$ cat src/rtl/miriscv_lsu.sv
// Load-store unit: 3 cycles per access against gnt=req/rvalid+1 memory; stalls core until DONE.
// Define MIRISCV_LSU_MISALIGN_EN to trap misaligned half/word accesses without a bus request.
module miriscv_lsu (
  input  logic        clk_i,
  input  logic        rst_i,
  input  logic        lsu_req_i,
  input  logic        lsu_we_i,
  input  logic [2:0]  lsu_size_i,
  input  logic [31:0] lsu_addr_i,
  input  logic [31:0] lsu_data_i,
  output logic [31:0] lsu_data_o,
  output logic        lsu_stall_req_o,
  output logic        lsu_misalign_o,
  output logic        data_req_o,
  output logic        data_we_o,
  output logic [3:0]  data_be_o,
  output logic [31:0] data_addr_o,
  output logic [31:0] data_wdata_o,
  input  logic        data_gnt_i,
  input  logic        data_rvalid_i,
  input  logic [31:0] data_rdata_i
);

  typedef enum logic [1:0] {S_IDLE, S_REQ, S_WAIT, S_DONE} state_t;

  state_t      r_state;
  state_t      w_state_nxt;
  logic        r_we;
  logic [2:0]  r_size;
  logic [1:0]  r_lane;
  logic        r_misalign;
  logic        w_issue;
  logic        w_misalign;
  logic        w_is_byte;
  logic        w_is_half;
  logic [7:0]  w_byte;
  logic [15:0] w_half;
  logic [31:0] w_load_data;

  assign w_is_byte = (lsu_size_i[1:0] == 2'b00);
  assign w_is_half = (lsu_size_i[1:0] == 2'b01);

`ifdef MIRISCV_LSU_MISALIGN_EN
  assign w_misalign = (w_is_half && lsu_addr_i[0]) ||
                      (!w_is_byte && !w_is_half && (lsu_addr_i[1:0] != 2'b00));
`else
  assign w_misalign = 1'b0;
`endif

  always_comb begin
    w_state_nxt = r_state;
    data_req_o  = 1'b0;
    w_issue     = 1'b0;
    unique case (r_state)
      S_IDLE: begin
        if (lsu_req_i) begin
          if (w_misalign) begin
            w_state_nxt = S_DONE;
          end else begin
            data_req_o  = 1'b1;
            w_issue     = 1'b1;
            w_state_nxt = data_gnt_i ? S_WAIT : S_REQ;
          end
        end
      end
      S_REQ: begin
        data_req_o = 1'b1;
        if (data_gnt_i) w_state_nxt = S_WAIT;
      end
      S_WAIT: begin
        if (data_rvalid_i) w_state_nxt = S_DONE;
      end
      S_DONE: w_state_nxt = S_IDLE;
      default: w_state_nxt = S_IDLE;
    endcase
    if (rst_i) begin
      data_req_o  = 1'b0;
      w_state_nxt = S_IDLE;
    end
  end

  assign lsu_stall_req_o = lsu_req_i && (r_state != S_DONE) && !rst_i;
  assign lsu_misalign_o  = r_misalign;
  assign data_we_o       = lsu_we_i;
  assign data_addr_o     = {lsu_addr_i[31:2], 2'b00};

  always_comb begin
    data_be_o    = 4'b1111;
    data_wdata_o = lsu_data_i;
    if (w_is_byte) begin
      data_be_o    = 4'b0001 << lsu_addr_i[1:0];
      data_wdata_o = {4{lsu_data_i[7:0]}};
    end else if (w_is_half) begin
      data_be_o    = lsu_addr_i[1] ? 4'b1100 : 4'b0011;
      data_wdata_o = {2{lsu_data_i[15:0]}};
    end
  end

  // Lane selection uses attributes captured at issue, so a dropped lsu_req_i cannot corrupt the result.
  always_comb begin
    unique case (r_lane)
      2'd0:    w_byte = data_rdata_i[7:0];
      2'd1:    w_byte = data_rdata_i[15:8];
      2'd2:    w_byte = data_rdata_i[23:16];
      default: w_byte = data_rdata_i[31:24];
    endcase
    w_half = r_lane[1] ? data_rdata_i[31:16] : data_rdata_i[15:0];
    unique case (r_size[1:0])
      2'b00:   w_load_data = {{24{!r_size[2] && w_byte[7]}}, w_byte};
      2'b01:   w_load_data = {{16{!r_size[2] && w_half[15]}}, w_half};
      default: w_load_data = data_rdata_i;
    endcase
  end

  always_ff @(posedge clk_i) begin
    if (rst_i) begin
      r_state    <= S_IDLE;
      lsu_data_o <= 32'h0;
      r_misalign <= 1'b0;
      r_we       <= 1'b0;
      r_size     <= 3'b000;
      r_lane     <= 2'b00;
    end else begin
      r_state    <= w_state_nxt;
      r_misalign <= (r_state == S_IDLE) && lsu_req_i && w_misalign;
      if (w_issue) begin
        r_we   <= lsu_we_i;
        r_size <= lsu_size_i;
        r_lane <= lsu_addr_i[1:0];
      end
      if ((r_state == S_WAIT) && data_rvalid_i && !r_we) begin
        lsu_data_o <= w_load_data;
      end
    end
  end

endmodule

$ cat config.mk
export PLATFORM = sky130hd
export DESIGN_NAME = miriscv_lsu
export DESIGN_NICKNAME = d
export VERILOG_FILES = /design/src/rtl/miriscv_lsu.sv
export SDC_FILE = /design/constraint.sdc
export NUM_CORES = 1
export LEC_CHECK = 0
export CORE_MARGIN = 5
export CORE_UTILIZATION = 38
export CTS_CLUSTER_DIAMETER = 30
export DETAILED_ROUTE_END_ITERATION = 8
export HOLD_SLACK_MARGIN = 0.02
export PLACE_DENSITY = 0.95
export SYNTH_ARGS = -nofsm -noshare
export SYNTH_HDL_FRONTEND = slang
export SYNTH_SLANG_ARGS = --single-unit
$ cat constraint.sdc
create_clock -name clk_i -period 5.7 [get_ports clk_i]
set_clock_uncertainty 0.2 [all_clocks]
set_input_delay 0.855 -clock clk_i [delete_from_list [all_inputs] [get_ports clk_i]]
set_output_delay 0.855 -clock clk_i [all_outputs]
set_load 0.005 [all_outputs]
# Word level (Yosys, flattened, before mapping)
# Cells that the tools add are included.
# word_totals
ff_bits,40
latch_bits,0
ramBits,0
mem_bits_ro,0
inputBits,105
out_inout_bits,104
wordCells,48
memories,0
# op_classes
n_addsub,0
mul,0
div_mod_pow,0
magnitude_cmp,0
eq_ne,11
shift,1
mux,17
bitwise_logic,0
reduce_logical,14
# ops
op,count
$mux W32,2
$pmux W32 S2,1
$pmux W8 S3,1
$mux W16,1
$mux W4,3
$eq A2 B1 Y1 const B,4
$logic_not A2 Y1,4
$mux W2,4
$ne A2 B2 Y1 const B,4
$pmux W2 S4,1
$eq A2 B2 Y1 const B,3
$logic_and A1 B1 Y1,6
$shl A1 B2 Y4 const A,1
$logic_not A1 Y1,3
$mux W1,3
$reduce_and A3 Y1,1
$pmux W1 S2,1

# Longest topological paths before layout
# Gate-level depths: netlist (run 1).
# depth
word_depth,4
ltp_mapped,8

# Least setup slack after synthesis (run 1)
# OpenSTA, ideal clock, no wires.
# synth_path
path_type,input to output
start,input lsu_size_i[0]
end,output data_wdata_o[10]
arrival_ns,1.631
required_time_ns,4.645
path_slack_ns,3.014
path_stages,2
path_buffers,0
cell_sequence,nor2_1 mux2_2
# synth_between
elab_chain_cells,2
# synth_rtl
element,line_no,text
from (decl),8,"input logic [2:0] lsu_size_i,"
$logic_not A2 Y1,40,assign w_is_byte = (lsu_size_i[1:0] == 2'b00);
$mux W32,90,if (w_is_byte) begin
to (decl),18,"output logic [31:0] data_wdata_o,"
# Every way passes these cells.

# Worst setup path in the final report (run 1)
# layout_path
start,input lsu_size_i[0]
end,output data_wdata_o[15]
# Same word-level chain as after synthesis.

==> impl_metrics.toml, run 1 <==
[status]
status = "complete, no violations"

[floorplanning]
core_area_mm2 = 0.00729
initial_utilization_pct = 39.1
dieArea_mm2 = 0.00933
die_h_um = 96.6
rows = 31
die_x_um = 96.6
pin_count = 209

[synthesis]
syn_area_mm2 = 0.00285
synth_edf_count = 0
ys_warn_count = 0
ys_seq_elements = 40
synth-seq-area-share_pct = 28.1
avgSynthCellArea_um2 = 7.79
syn_inst = 366
ys_types = 37
synthFlopType = "dfxtp_1"
async_reset_ff_share_pct = 0

[route]
routed_wirelength_um = 9640
viasPerCell = 5.27
drtAntennaViolNets = 0
drt_iter0_markers = 274
num_vias = 2920
dr.pass1.iters = 5
drc = 0
wire_per_inst_um = 17.4

[timing]
maxSlewViolCount = 0
rsz0062_at_grt = "false"
timing.final.crit_period_ps = 4200
fmax_mhz = 238
final.period_utilization_pct = 73.7
slew_headroom_pct = 20.5
finalSetupViolCount = 0
tns_ps = 0
hold_viol_final = 0
worst_slew_pin_slew_ps = 1190

[flow_run]
drv_cap = 0

[placement]
place_inst = 546
dp_hpwl_um = 7470
gp_congestion = 0.893
io_buffers = 145

[setup_path]
crit_path_start_kind = "input pin"
crit_type = "in2out"
crit_path_top_delay_cell = "clkdlybuf4s50_1"
critPathRequiredTime_ps = 4640
critical-path-max-stage-delay_ps = 740
cp_data_arrival_time_ps = 3150
crit_path_end_kind = "output pin"
crit_buf_inv = 2
rr_worst_depth = 4
crit_top_cell = "clkdlybuf4s50_1"
crit_fanout = 12
critical-path-top-delay-family = "buffers and inverters"
path_cells = "clkdlybuf4s50_1 > nor2_1 > mux2_2 > clkdlybuf4s50_1"
crit_cells = 4

[finish]
drive_gt1_share_pct = 7.03
final_util_pct = 56.3
syn_to_final_growth_pct = 44.1
fin_cells = 554
fin_nets = 564
diodes = 0

[global_route]
use_met2_pct = 33.7
grtUsageTotal_pct = 19.2
grt_max_degree = 45
met3_usage_pct = 6.83
grt-ovfl-total = 0
antenna_found_initial = 0
use_met1_pct = 21.1
grt_first_pass_wirelength_um = 15200
busiest_layer = "met2"
grt_pass1_vias = 2911

[clock_tree]
cts_tree = "done"
cts_made_buffers = 5
cts_root_buffer = "clkbuf_8"
cts_hold_buf = 0
post-cts-setup-buffer-count = 0
clockBufferDepth = 2
cts.sinks = 40
htreeDepth = 2
clk_pin_slew_ps = 70
cts-resized-gates = 0
clk_latency_ps = 290

[power]
ir_worst_vdd_mv = 0.146
p_per_area_mw_per_mm2 = 272
p_leak_nw = 1.56

[hold_path]
worstHoldPathCells = 2
hold_path_class = "reg2reg"
## routing by layer
layer  up-vias  routed length (um)  part of all wire (%)
met4         0                 342                   3.5
met5         -                   0                     0
li1       1408                   -                     -
met3        31                 846                   8.8
met2       145                4960                    51
met1      1336                3500                    36
## logic make-up (layout without fill, tap and decap cells)
kind of cell	count (synthesis)	after routing	share of synthesized area, %
AO/OA/AOI/OAI	89	89	22.4
other	1	3	0.132
buffers and inverters	84	171	17.7
flip-flops	40	40	28.1
AND/OR/NAND/NOR	119	119	18.0
multiplexers	28	28	11.5
adder cells (fa/ha/maj)	5	5	2.19
## worst paths after layout
path	from	to	slack, ps
worst max-delay path	lsu_size_i[0]	data_wdata_o[15]	1500
worst min-delay path	lsu_data_o[6]	lsu_data_o[6]	270
worst max register to register	r_lane[1]	lsu_data_o[11]	3330
worst min register to register	lsu_data_o[6]	lsu_data_o[6]	270
## flip-flops by register name, summed over array words and instances (netlist names)
register    cells
lsu_data_o     32
r_lane          2
r_size          3
r_state         2
r_we            1
## through the flow
| step | total power [mW] | instance area, um^2 | hold WS, ps | setup WS (ps) |
|---|---|---|---|---|
| CTS | 1.12 | 4110 | 273 | 1500 |
| detailed placement | 0.928 | 4010 | 260 | 1500 |
| floorplan | 0.698 | 2860 | 245 | 3010 |
| finish | 1.12 | 4110 | 266 | 1500 |
| global placement | 0.901 | 4010 | 253 | 1620 |
| global route | 1.19 | 4110 | 304 | 1400 |
## placed cells by master (no fill, tap or decap)
cell / count
a2111o_1: 1
a211oi_1: 27
a21o_1: 3
a21oi_1: 15
a21oi_4: 1
a221oi_1: 1
a222oi_1: 1
a22o_1: 8
a22oi_1: 8
a41o_1: 6
and2b_1: 1
buf_4: 4
clkbuf_8: 6
clkdlybuf4s50_1: 145
clkinv_2: 2
conb_1: 3
dfxtp_1: 40
ha_1: 5
inv_1: 14
mux2_2: 16
mux2i_1: 10
mux4_1: 1
mux4_2: 1
nand2_1: 46
nand2b_1: 3
nand3_1: 12
nor2_1: 40
nor2_2: 1
nor2b_1: 2
nor3_1: 7
nor3b_1: 6
o2111ai_1: 1
o21a_1: 1
o21ai_0: 14
o21bai_1: 2
or2_2: 1
## Yosys cell counts, types with 10 or more instances
master,instances,area (um^2)
a211oi_1,27,203
a21oi_1,15,75.1
buf_4,43,323
clkbuf_1,12,45.0
dfxtp_1,40,801
inv_1,14,52.6
mux2_2,16,180
mux2i_1,10,100
nand2_1,46,173
nand3_1,12,60.1
nor2_1,41,154
o21ai_0,14,70.1
## layout make-up
type	instances	area, um^2
clock inverter	2	10.0
clock buffer	6	82.6
multi-input combinational	244	1560
sequential	40	801
inverter	14	52.6
tap	99	124
fill	677	3190
timing repair buffer	149	1480
## worst min-delay path, delay by kind of cell (launching register included)
| family | cells | cell delay, ps |
|---|---|---|
| DFF | 1 | 320 |
| and+or+nand+nor | 1 | 50 |
| AOI/OAI and AO/OA | 1 | 50 |
## report_power, final
part | leakage, nW | internal (mW) | total, mW | switching (mW)
sequential | 0.326 | 0.339 | 0.383 | 0.0437
clock | 0.0510 | 0.0966 | 0.194 | 0.0973
combinational | 1.18 | 0.283 | 0.541 | 0.258
Power figures use the tool's default switching activity.
==> run 2: changes to the inputs <==
- CORE_UTILIZATION: 38 -> 35
- PLACE_DENSITY: 0.95 -> 0.93
- clock period: 5.7 -> 4.25 ns (I/O delays scaled with it)
==> run 2 against run 1 <==
Against the previous run: combinational power up 32%; routed wire length is 5.1% lower; clock power grew 57%; critical endpoint is now data_wdata_o[9]; largest power group unchanged; count of clock-buffer cells in the layout is 1 lower; register-to-register slack lost 1400 ps; global-route usage down 1.9 points; flip-flop and latch count unchanged.
==> impl_metrics.toml, run 2 (synthesized netlist as in run 1, its figures left out) <==
[placement]
io_buffers = 145
dp_slack_ps = 770
place_inst = 553
gp_congestion = 0.860
dp_hpwl_um = 7340

[setup_path]
reg2reg_from = "r_state[0]"
crit_path_top_delay_cell = "nor2_1"
rr_worst_depth = 7
cp_data_arrival_time_ps = 2630
path_cells = "clkdlybuf4s50_1 > buf_4 > nor2_1 > mux2_2 > clkdlybuf4s50_1"
critPathRequiredTime_ps = 3410
crit_type = "in2out"
crit_top_cell = "clkdlybuf4s50_1"
ff2ff_setup_slack_ps = 1930
crit_fanout = 12
crit_path_start_kind = "input pin"
crit_path_end_kind = "output pin"
critical_path.startpoint = "lsu_size_i[0]"
critical-path-max-stage-delay_ps = 530
crit_path_end = "data_wdata_o[9]"
r2r_end = "lsu_data_o[0]"

[clock_tree]
htreeDepth = 2
post-cts-setup-buffer-count = 0
clk_latency_ps = 290
clockBufferDepth = 2
cts_tree = "done"
cts_root_buffer = "clkbuf_8"
clk_pin_slew_ps = 70
cts-resized-gates = 0
cts_hold_buf = 0
cts.sinks = 40
cts_made_buffers = 5

[global_route]
grt_pass1_vias = 2812
grt_max_degree = 47
grtUsageTotal_pct = 17.3
grt-ovfl-total = 0
antenna_found_initial = 1
grt_first_pass_wirelength_um = 14200

[hold_path]
worstHoldPathCells = 2
hold_path_class = "reg2reg"

[finish]
layout_commonest_cell = "clkdlybuf4s50_1"
reg_top3 = "lsu_data_o: 32 flops, r_size: 3 flops"
syn_to_final_growth_pct = 45.3
final_util_pct = 51.2
fin_nets = 565
drive_gt1_share_pct = 7.24
mostFrequentLayoutCells = "clkdlybuf4s50_1, nand2_1, nor2_1, dfxtp_1, a211oi_1"
largest_reg_flops = 32
fillers = 746
largest_register = "lsu_data_o"
diodes = 0
fin_cells = 561

[floorplanning]
die_h_um = 100
core_area_mm2 = 0.00809
initial_utilization_pct = 35.2
die_x_um = 100
rows = 33
pin_count = 209
dieArea_mm2 = 0.0100

[timing]
final.period_utilization_pct = 81.6
timing.final.crit_period_ps = 3470
hold_viol_final = 0
worst_slew_pin_slew_ps = 1070
fmax_mhz = 288
finalSetupViolCount = 0
setup_slack_ps = 780
rsz0062_at_grt = "false"
slew_headroom_pct = 28.2
maxSlewViolCount = 0
tns_ps = 0
holdWs_ps = 269

[route]
routed_wirelength_um = 9150
wire_per_inst_um = 16.3
drt_iter0_markers = 155
drc = 0
drtAntennaViolNets = 0
dr.pass1.iters = 4
viasPerCell = 5.12
num_vias = 2874

[power]
p_per_area_mw_per_mm2 = 370
p_clk_share_pct = 19.8
p_comb_share_pct = 46.6
p_leak_nw = 1.56
sw_frac_of_total_pct = 34.1
ir_worst_vdd_mv = 0.139
switchingPower_mw = 0.522
internal-power_mw = 1.01
seqPwrFrac_pct = 33.5

[status]
status = "complete, no violations"

[flow_run]
drv_cap = 0
==> run 2: cell types whose count changed in the layout (fill, tap and decap cells not counted) <==
cell	delta
buf_4	+1
bufinv_16	+1
clkbuf_8	-1
clkinvlp_4	+1
clkinv_2	-1
==> run 2: critical path: cells and delay by family <==
| family | cells | cell delay [ps] |
|---|---|---|
| simple gates | 1 | 530 |
| buf+inv | 3 | 1050 |
| mux | 1 | 420 |
==> run 2: how the worst min path moves through the flow <==
stage	to	startpoint	slack (ps)
3_5_place_dp	lsu_data_o[6]	lsu_data_o[6]	260
2_1_floorplan	r_we	r_we	250
3_3_place_gp	lsu_data_o[6]	lsu_data_o[6]	250
4_1_cts	lsu_data_o[6]	lsu_data_o[6]	270
6_report	lsu_data_o[6]	lsu_data_o[6]	270
5_1_grt	lsu_data_o[6]	lsu_data_o[6]	290
==> run 2: per-layer routing <==
layer,wire length [um],global-route usage (%),vias up
met2,4740,30.9,131
li1,-,-,1405
met5,13,0,-
met4,153,5.39,2
met1,3300,18.8,1315
met3,941,6.74,21
==> run 2: stage by stage <==
step	instance area (um^2)	power, mW
after global routing	4140	1.63
after detailed placement	4030	1.23
final	4140	1.53
after CTS	4140	1.54
after floorplan	2860	0.936
after global placement	4030	1.21
==> run 2: area by class of cell <==
cell class | count | area [um^2] | share of cell area (%)
Clock buffer | 5 | 68.8 | 1.66
Clock inverter | 3 | 42.5 | 1.03
Inverter | 14 | 52.6 | 1.27
Multi-Input combinational cell | 244 | 1560 | 37.6
Sequential cell | 40 | 801 | 19.3
Tap cell | 105 | 131 | 3.17
Timing Repair Buffer | 150 | 1490 | 36.0
==> run 2: power by group through the flow <==
stage / clock, mW / sequential, mW / combinational [mW]
after floorplan: 0 / 0.509 / 0.426
after global placement: 0 / 0.517 / 0.691
after detailed placement: 0 / 0.522 / 0.712
after CTS: 0.312 / 0.514 / 0.717
after global routing: 0.324 / 0.525 / 0.782
final: 0.304 / 0.513 / 0.714
